==> config.mk <==
export PLATFORM = sky130hd
export DESIGN_NAME = pckcfg_seq
export DESIGN_NICKNAME = d
export VERILOG_FILES = /design/src/rtl/pckcfg_seq.sv
export SDC_FILE = /design/constraint.sdc
export NUM_CORES = 1
export LEC_CHECK = 0
export CORE_MARGIN = 8
export CORE_UTILIZATION = 30
export CTS_CLUSTER_SIZE = 24
export DETAILED_ROUTE_END_ITERATION = 8
export GPL_TIMING_DRIVEN = 0
export SETUP_SLACK_MARGIN = 0.15
export SLEW_MARGIN = 20
export SYNTH_ARGS = -nofsm -noshare
export SYNTH_HDL_FRONTEND = slang
export SYNTH_SLANG_ARGS = --single-unit
==> constraint.sdc <==
create_clock -name SYSCLK -period 2 [get_ports SYSCLK]
set_input_delay 0.2 -clock SYSCLK [delete_from_list [all_inputs] [get_ports SYSCLK]]
set_output_delay 0.2 -clock SYSCLK [all_outputs]
set_load 0.005 [all_outputs]
==> src/rtl/pckcfg_seq.sv <==
// MMCM pixel-clock reconfiguration sequencer: walks a per-mode DRP table
// (read-modify-write per entry) under MMCM reset, then waits for lock.
module pckcfg_seq #(
  parameter int NREG     = 8,
  parameter int DRDY_TMO = 255,
  parameter int LOCK_TMO = 65535
) (
  input  logic        SYSCLK,
  input  logic        RSTN,
  input  logic        REQ,
  input  logic [1:0]  MODE,
  output logic [5:0]  TBL_ADDR,
  input  logic [38:0] TBL_DATA,
  output logic [6:0]  DADDR,
  output logic [15:0] DI,
  output logic        DEN,
  output logic        DWE,
  input  logic [15:0] DO,
  input  logic        DRDY,
  output logic        MMCM_RST,
  input  logic        LOCKED,
  output logic        BUSY,
  output logic        DONE,
  output logic        ERR
);
  localparam int DW = $clog2(DRDY_TMO + 1);
  localparam int LW = $clog2(LOCK_TMO + 1);

  typedef struct packed {
    logic [6:0]  addr;
    logic [15:0] mask;
    logic [15:0] data;
  } tbl_t;

  typedef enum logic [3:0] {
    IDLE, RST, FETCH, RD, RD_WAIT, WR, WR_WAIT, REL, LOCK_WAIT
  } state_t;

  state_t        state, state_nxt;
  logic [1:0]    mode_q;
  logic [3:0]    entry_q;
  logic          last_q;
  tbl_t          ent_q;
  logic [15:0]   di_q;
  logic [DW-1:0] dcnt_q;
  logic [LW-1:0] lcnt_q;
  logic [1:0]    lk_sync;
  logic [1:0]    rdy_pipe;
  logic          err_q, done_q;

  logic accept, reject, in_wait, drdy_tmo, lock_tmo;

  always_comb begin
    accept   = (state == IDLE) && rdy_pipe[1] && REQ && (MODE != 2'd3);
    reject   = (state == IDLE) && rdy_pipe[1] && REQ && (MODE == 2'd3);
    in_wait  = (state == RD_WAIT) || (state == WR_WAIT);
    drdy_tmo = (dcnt_q == DW'(DRDY_TMO - 1));
    lock_tmo = (lcnt_q == LW'(LOCK_TMO - 1));
  end

  always_comb begin
    state_nxt = state;
    unique case (state)
      IDLE:      if (accept) state_nxt = RST;
      RST:       state_nxt = FETCH;
      FETCH:     state_nxt = RD;
      RD:        state_nxt = RD_WAIT;
      RD_WAIT:   if (DRDY) state_nxt = WR;
                 else if (drdy_tmo) state_nxt = IDLE;
      WR:        state_nxt = WR_WAIT;
      WR_WAIT:   if (DRDY) state_nxt = last_q ? REL : FETCH;
                 else if (drdy_tmo) state_nxt = IDLE;
      REL:       state_nxt = LOCK_WAIT;
      LOCK_WAIT: if (lk_sync[1] || lock_tmo) state_nxt = IDLE;
      default:   state_nxt = IDLE;
    endcase
  end

  always_ff @(posedge SYSCLK or negedge RSTN) begin
    if (!RSTN) state <= IDLE;
    else       state <= state_nxt;
  end

  always_ff @(posedge SYSCLK or negedge RSTN) begin
    if (!RSTN) begin
      mode_q   <= '0;
      entry_q  <= '0;
      last_q   <= 1'b0;
      ent_q    <= '0;
      di_q     <= '0;
      dcnt_q   <= '0;
      lcnt_q   <= '0;
      lk_sync  <= '0;
      rdy_pipe <= '0;
      err_q    <= 1'b0;
      done_q   <= 1'b0;
    end else begin
      rdy_pipe <= {rdy_pipe[0], 1'b1};
      lk_sync  <= {lk_sync[0], LOCKED};
      done_q   <= 1'b0;
      if (accept) begin
        mode_q  <= MODE;
        entry_q <= '0;
        last_q  <= 1'b0;
        err_q   <= 1'b0;
      end
      if (reject) err_q <= 1'b1;
      if (state == FETCH) ent_q <= tbl_t'(TBL_DATA);
      if (state == RD_WAIT && DRDY)
        di_q <= (DO & ent_q.mask) | (ent_q.data & ~ent_q.mask);
      // ROM has one cycle of latency, so the next entry address is
      // advanced in WR and is already stable through WR_WAIT.
      if (state == WR) begin
        last_q <= (entry_q == 4'(NREG - 1));
        if (entry_q != 4'(NREG - 1)) entry_q <= entry_q + 4'd1;
      end
      if (state == RD || state == WR) dcnt_q <= '0;
      else if (in_wait && !DRDY)      dcnt_q <= dcnt_q + 1'b1;
      if (in_wait && !DRDY && drdy_tmo) err_q <= 1'b1;
      if (state == REL)            lcnt_q <= '0;
      else if (state == LOCK_WAIT) lcnt_q <= lcnt_q + 1'b1;
      if (state == LOCK_WAIT) begin
        if (lk_sync[1])    done_q <= 1'b1;
        else if (lock_tmo) err_q  <= 1'b1;
      end
    end
  end

  always_comb begin
    TBL_ADDR = {mode_q, entry_q};
    DADDR    = ent_q.addr;
    DI       = di_q;
    DEN      = (state == RD) || (state == WR);
    DWE      = (state == WR);
    MMCM_RST = (state == RST) || (state == FETCH) || (state == RD) ||
               (state == RD_WAIT) || (state == WR) || (state == WR_WAIT);
    BUSY     = (state != IDLE);
    DONE     = done_q;
    ERR      = err_q;
  end

endmodule

After elaboration in Yosys (flattened, before gate mapping)

Index checks and enable logic that the tools add are counted.

Flip-flop bits (word level): 96
Input port bits: 62
Memories kept: 0
Logic and storage cells: 83
Output and inout port bits: 35
Bits in latches: 0
Memory bits (writable): 0
Memory bits (read-only): 0

Equal/unequal tests: 16
$add $sub $neg: 3
Divide/modulo/power cells: 0
Magnitude comparators: 0
Multiply operators: 0
Reductions and logical operators: 22
Muxes and demuxes: 24
Bitwise operators: 4
Shift operators: 0

Operators by type and width:

| cell                                          | number |
|---|---|
| one-hot mux 4 bit (9 select lines)            | 1 |
| bitwise AND 16 bit                            | 2 |
| two-way mux 16 bit                            | 2 |
| two-way mux 4 bit                             | 8 |
| == test 4 x 3 -> 1 bit, second input constant | 5 |
| adder 16 x 1 -> 16 bit, second input constant | 1 |
| == test 16 bit, second input constant         | 1 |
| two-way mux 8 bit                             | 2 |
| NOT 16 bit                                    | 1 |
| OR 16 bit                                     | 1 |
| two-way mux 1 bit                             | 10 |
| adder 8 x 1 -> 8 bit, second input constant   | 1 |
| == test 4 x 2 -> 1 bit, second input constant | 2 |
| == test 8 bit, second input constant          | 1 |
| logical OR 1 bit                              | 8 |
| logical AND 1 bit                             | 7 |
| != test 2 bit, second input constant          | 3 |
| nonzero test 2 bit                            | 3 |
| adder 4 x 1 -> 4 bit, second input constant   | 1 |
| == test 4 x 1 -> 1 bit, second input constant | 1 |
| == test 4 bit, second input constant          | 1 |
| logical NOT 4 bit                             | 1 |
| != test 4 x 3 -> 1 bit, second input constant | 1 |
| nonzero test 4 bit                            | 1 |
| other kinds (4)                               | 4 |

Depth between registers and ports, before layout

Depth after elaboration: 10
Gate-level depth with buffers: 6
Mapped depth without buffers: 6

Worst setup path after synthesis

Ideal clock, no wire load.

Path type: reg2reg
Start point: register state[1]
End point: register lcnt_q[14]
Required time: 1,922 ps
Path buffers: 1
Period minus slack after synthesis: 1,772 ps
Setup time: 78 ps
Stages on the path, launching flop included: 6
Path slack: 228 ps
Data arrival time: 1,694 ps
Cell sequence: dfrtp_1 -> buf_6 -> nor4b_4 -> nand4_1 -> or3_1 -> a21oi_1

Cells in the longest elaborated chain, start to end: 2
Elaborated cells between the ends (all ways): 4
Classes of those cells: 2 x eq/ne; 1 x mux; 1 x reduce/logical

Ends and longest elaborated chain:

| what                                                            | line     | text |
|---|---|---|
| start: declaration                                              | 39       | `state_t state, state_nxt;` |
| start signal: assignment                                        | 81       | `else state <= state_nxt;` |
| == test 4 x 3 -> 1 bit / == test 4 bit (equally long branches)  | 120, 121 |  |
| two-way mux 16 bit / nonzero test 2 bit (equally long branches) | -        |  |
| end signal: assignment                                          | 121      | `else if (state == LOCK_WAIT) lcnt_q <= lcnt_q + 1'b1;` |
| end: declaration                                                | 46       | `logic [LW-1:0] lcnt_q;` |

Parallel ways exist; a longest one is shown, timed or not.
A chain may end at the register's enable or synchronous reset.

Worst setup path in the final report

Start point: register state[1]
End point: output DEN

Cells in the longest elaborated chain, start to end: 2
Elaborated cells between the ends (all ways): 3
Classes of those cells: 2 x eq/ne; 1 x reduce/logical

Ends and longest elaborated chain:

| what                                                                    | line | text |
|---|---|---|
| == test 4 x 2 -> 1 bit / == test 4 x 3 -> 1 bit (equally long branches) | 133  | `DEN = (state == RD) \|\| (state == WR);` |
| logical OR 1 bit (*)                                                    | 133  |  |
| end: declaration                                                        | 16   | `output logic DEN,` |

Every way passes the cells marked *; elsewhere a longest branch is shown, timed or not.

==> impl_results.md <==
* Total grt overflow at 0
* CP Class: register to output pin
* Sequential Power Share at 0.400
* Hold Path Class: input port to register
* First-pass DRT Iterations at 4
* Footprint of the multi-input gates at 0.00176 mm^2
* Fin. Hold Viols at 0
* Pre-CTS setup slack at -283 ps
* Startpoint types: register
* WHS at 293 ps
* Cells after Synth at 364
* Biggest area consumer among synthesized cells: dfrtp_1
* Share of the synthesized area in the top cell type at 0.565
* Synth cell count leaders: dfrtp_1 (96), mux2_2 (39), nand2_1 (32), o21ai_0 (27), nor2_1 (22)
* Critical Path RT at 1800 ps
* CTS tree: yes
* Leakage at 0.00259 uW
* Critical Path End Type: output pin
* Hpwl dp at 7340 um
* Post-synthesis mux area share at 0.143
* Drc violations at 0
* DIE AREA at 0.0182 mm^2
* Cell Int Power at 5350 uW
* Clock Pin Slew Worst Setup and Hold Paths at 60 ps
* Slew Limit Fails at 0
* Core Rows at 43
* CTS Sinks at 96
* First-pass GRT wire length at 17100 um
* Via count at 3199
* Crit-path max FO at 7
* Nets@finish at 555
* Worst setup margin at 190 ps
* Vias in the first global route at 3351
* Reg2Reg Setup Slack at 190 ps
* Max Cap Violations at 0
* Hold path depth at 1
* Core Area at 0.0139 mm^2
* Synth top area cells: dfrtp_1 (56%), mux2_2 (10%), mux2i_1 (4.0%)
* Final setup viols at 0
* Clock share of power at 0.210
* Bufs on Longest Clock Path at 2
* Antenna violations before repair at 0
* Routed Antenna Nets at 0
* 1st-iter DRT viols at 169
* Num CTS Buffers at 9
* YS warnings at 0
* Area grow syn2layout at 40.1%
* Slew @ Worst Pin at 607 ps
* Ys async rst share at 1.00
* Switching Fraction at 0.310
* Setup Skew at 11.8 ps
* Detailed-route wire length at 10400 um
* XOR/XNOR Fraction of Synth Area at 0.0288
* Largest family of logic cells by synthesized area: simple AND/OR/NAND/NOR gates
* Run status: completed
* Clk_lat worst skew at 350 ps
* Simple-gate share of the synthesized area at 0.146
* Antenna cells at 0
* Post-Synth Adder-Cell Area at 0.0147
* Count leader, synth: dfrtp_1
* Psw at 2410 uW
* Synth Area in Compound Gates at 0.0650
* Share of cells above drive strength 1 at 0.219
* Routed wire per std cell at 15.4 um
* Post-synth top flop: dfrtp_1
* Syn Nets at 431
* Combinational share of power at 0.390
* Storage cell area at 0.00240 mm^2
* Die X at 135 um
* Post-layout util at 0.429
* Mean post-synth cell area at 11.7 um^2
* Setup TNS at 0 ps
* Buffers added on ports at 96
* Drt via density at 4.75
* Layout fillers at 1311
* GRT Total Usage at 0.117
* Reg2reg path depth at 4
* Worst-case vdd ir drop at 573 uV
* Seq/Total Area, Yosys at 0.565
* # placed instances at 641
* Number of enable flip-flop cells after synthesis at 0
* Power per cell area at 1300 mW/mm^2
* Finished Layout Cells at 673
* Die Span Y at 135 um
* Largest net degree at the start of global routing at 59
* RSZ-0062 raised after global routing: true
* Netlist cell types at 46
* Depth of the CTS H-tree at 3
* Final RePlAce weighted congestion at 0.737
* Synthesized flop and latch total at 96
* Tmin final at 1810 ps
* I/O Pins at 97
* Starting Density at 0.306
* Rel. slew slack at 0.595
* Synthesized area at 0.00425 mm^2
* F_max at 552 MHz
* Root buffer cell: clkbuf_16
* Crit path DAT at 1610 ps
* Tcrit/Tclk final at 0.905
## worst paths after layout
kind                            startpoint    endpoint
min in group asynchronous             RSTN   lcnt_q[7]
worst max register to register    state[0]         ERR
max in group asynchronous             RSTN      DI[11]
worst min register to register  lk_sync[0]  lk_sync[1]
worst min-delay path                LOCKED  lk_sync[0]
worst max-delay path              state[1]         DEN
## cell type report
class | count | share of cell area
Timing Repair Buffer | 114 | 0.186
Multi-Input combinational cell | 239 | 0.295
Inverter | 6 | 0.00378
Tap cell | 180 | 0.0378
Clock inverter | 7 | 0.00924
Clock buffer | 9 | 0.0378
Buffer | 22 | 0.0277
Sequential cell | 96 | 0.403
## through the flow
| stage | area (um^2) | power (uW) |
|---|---|---|
| final | 5960 | 7750 |
| after global routing | 5960 | 8330 |
| after CTS | 5860 | 7740 |
| after detailed placement | 5470 | 5960 |
| after global placement | 5440 | 5860 |
| after floorplan | 4250 | 4690 |
## critical path, stage by stage, from the launching register on
cell and delay (ps):
dfrtp_1 390, buf_6 140, buf_4 140, buf_4 130, buf_4 130, a31o_4 230
clkbuf_2 110
## sequential cells by signal, summed over array words and instances (netlist names)
| register | flops |
|---|---|
| ent_q | 32 |
| last_q | 1 |
| mode_q | 2 |
| state | 4 |
| dcnt_q | 8 |
| lcnt_q | 16 |
| rdy_pipe | 2 |
| DI | 16 |
| DADDR | 7 |
| ERR | 1 |
| lk_sync | 2 |
| DONE | 1 |
| entry_q | 4 |
## kinds of logic after synthesis
logic type,count (synthesis)
AO/OA/AOI/OAI,47
XOR/XNOR,14
adder cells (fa/ha/maj),5
buffers and inverters,29
flip-flops,96
multiplexers,56
other,1
AND/OR/NAND/NOR,116
## power by group through the flow
stage | combinational [uW] | clock (uW) | sequential [uW]
3_3_place_gp | 2740 | 0 | 3120
2_1_floorplan | 1620 | 0 | 3070
4_1_cts | 2920 | 1700 | 3120
5_1_grt | 3330 | 1780 | 3220
6_report | 3020 | 1630 | 3110
3_5_place_dp | 2800 | 0 | 3160
## cell usage in the layout (no fill, tap or decap), drive strengths merged, types with 3 or more instances in the layout
cell / instances
dfrtp: 96
clkdlybuf4s50: 91
mux2: 39
buf: 33
nand2: 32
o21ai: 27
nor2: 22
clkbuf: 20
mux2i: 17
nand3: 13
nand4: 12
xor2: 11
a21oi: 8
inv: 8
or3: 7
nor3: 6
ha: 5
and3: 4
nand2b: 3
xnor2: 3
clkinv: 3
## routing by layer
layer / global-route usage / part of all wire / vias to the layer above
met5: 0 / 0 / -
met1: 0.146 / 0.45 / 1568
met3: 0.0319 / 0.057 / 10
li1: - / - / 1536
met2: 0.188 / 0.48 / 85
met4: 0.0426 / 0.013 / 0
## timing repair
item | in CTS | in global routing
endpoints found under the setup margin | 52 | 48
hold buffers | 1 | 0
pin swaps | 3 | 5
setup buffers | 7 | 9
hold endpoints to repair | 38 | 0
gates resized for setup | 20 | 26
Note: power is estimated with default switching activity, not from simulation.
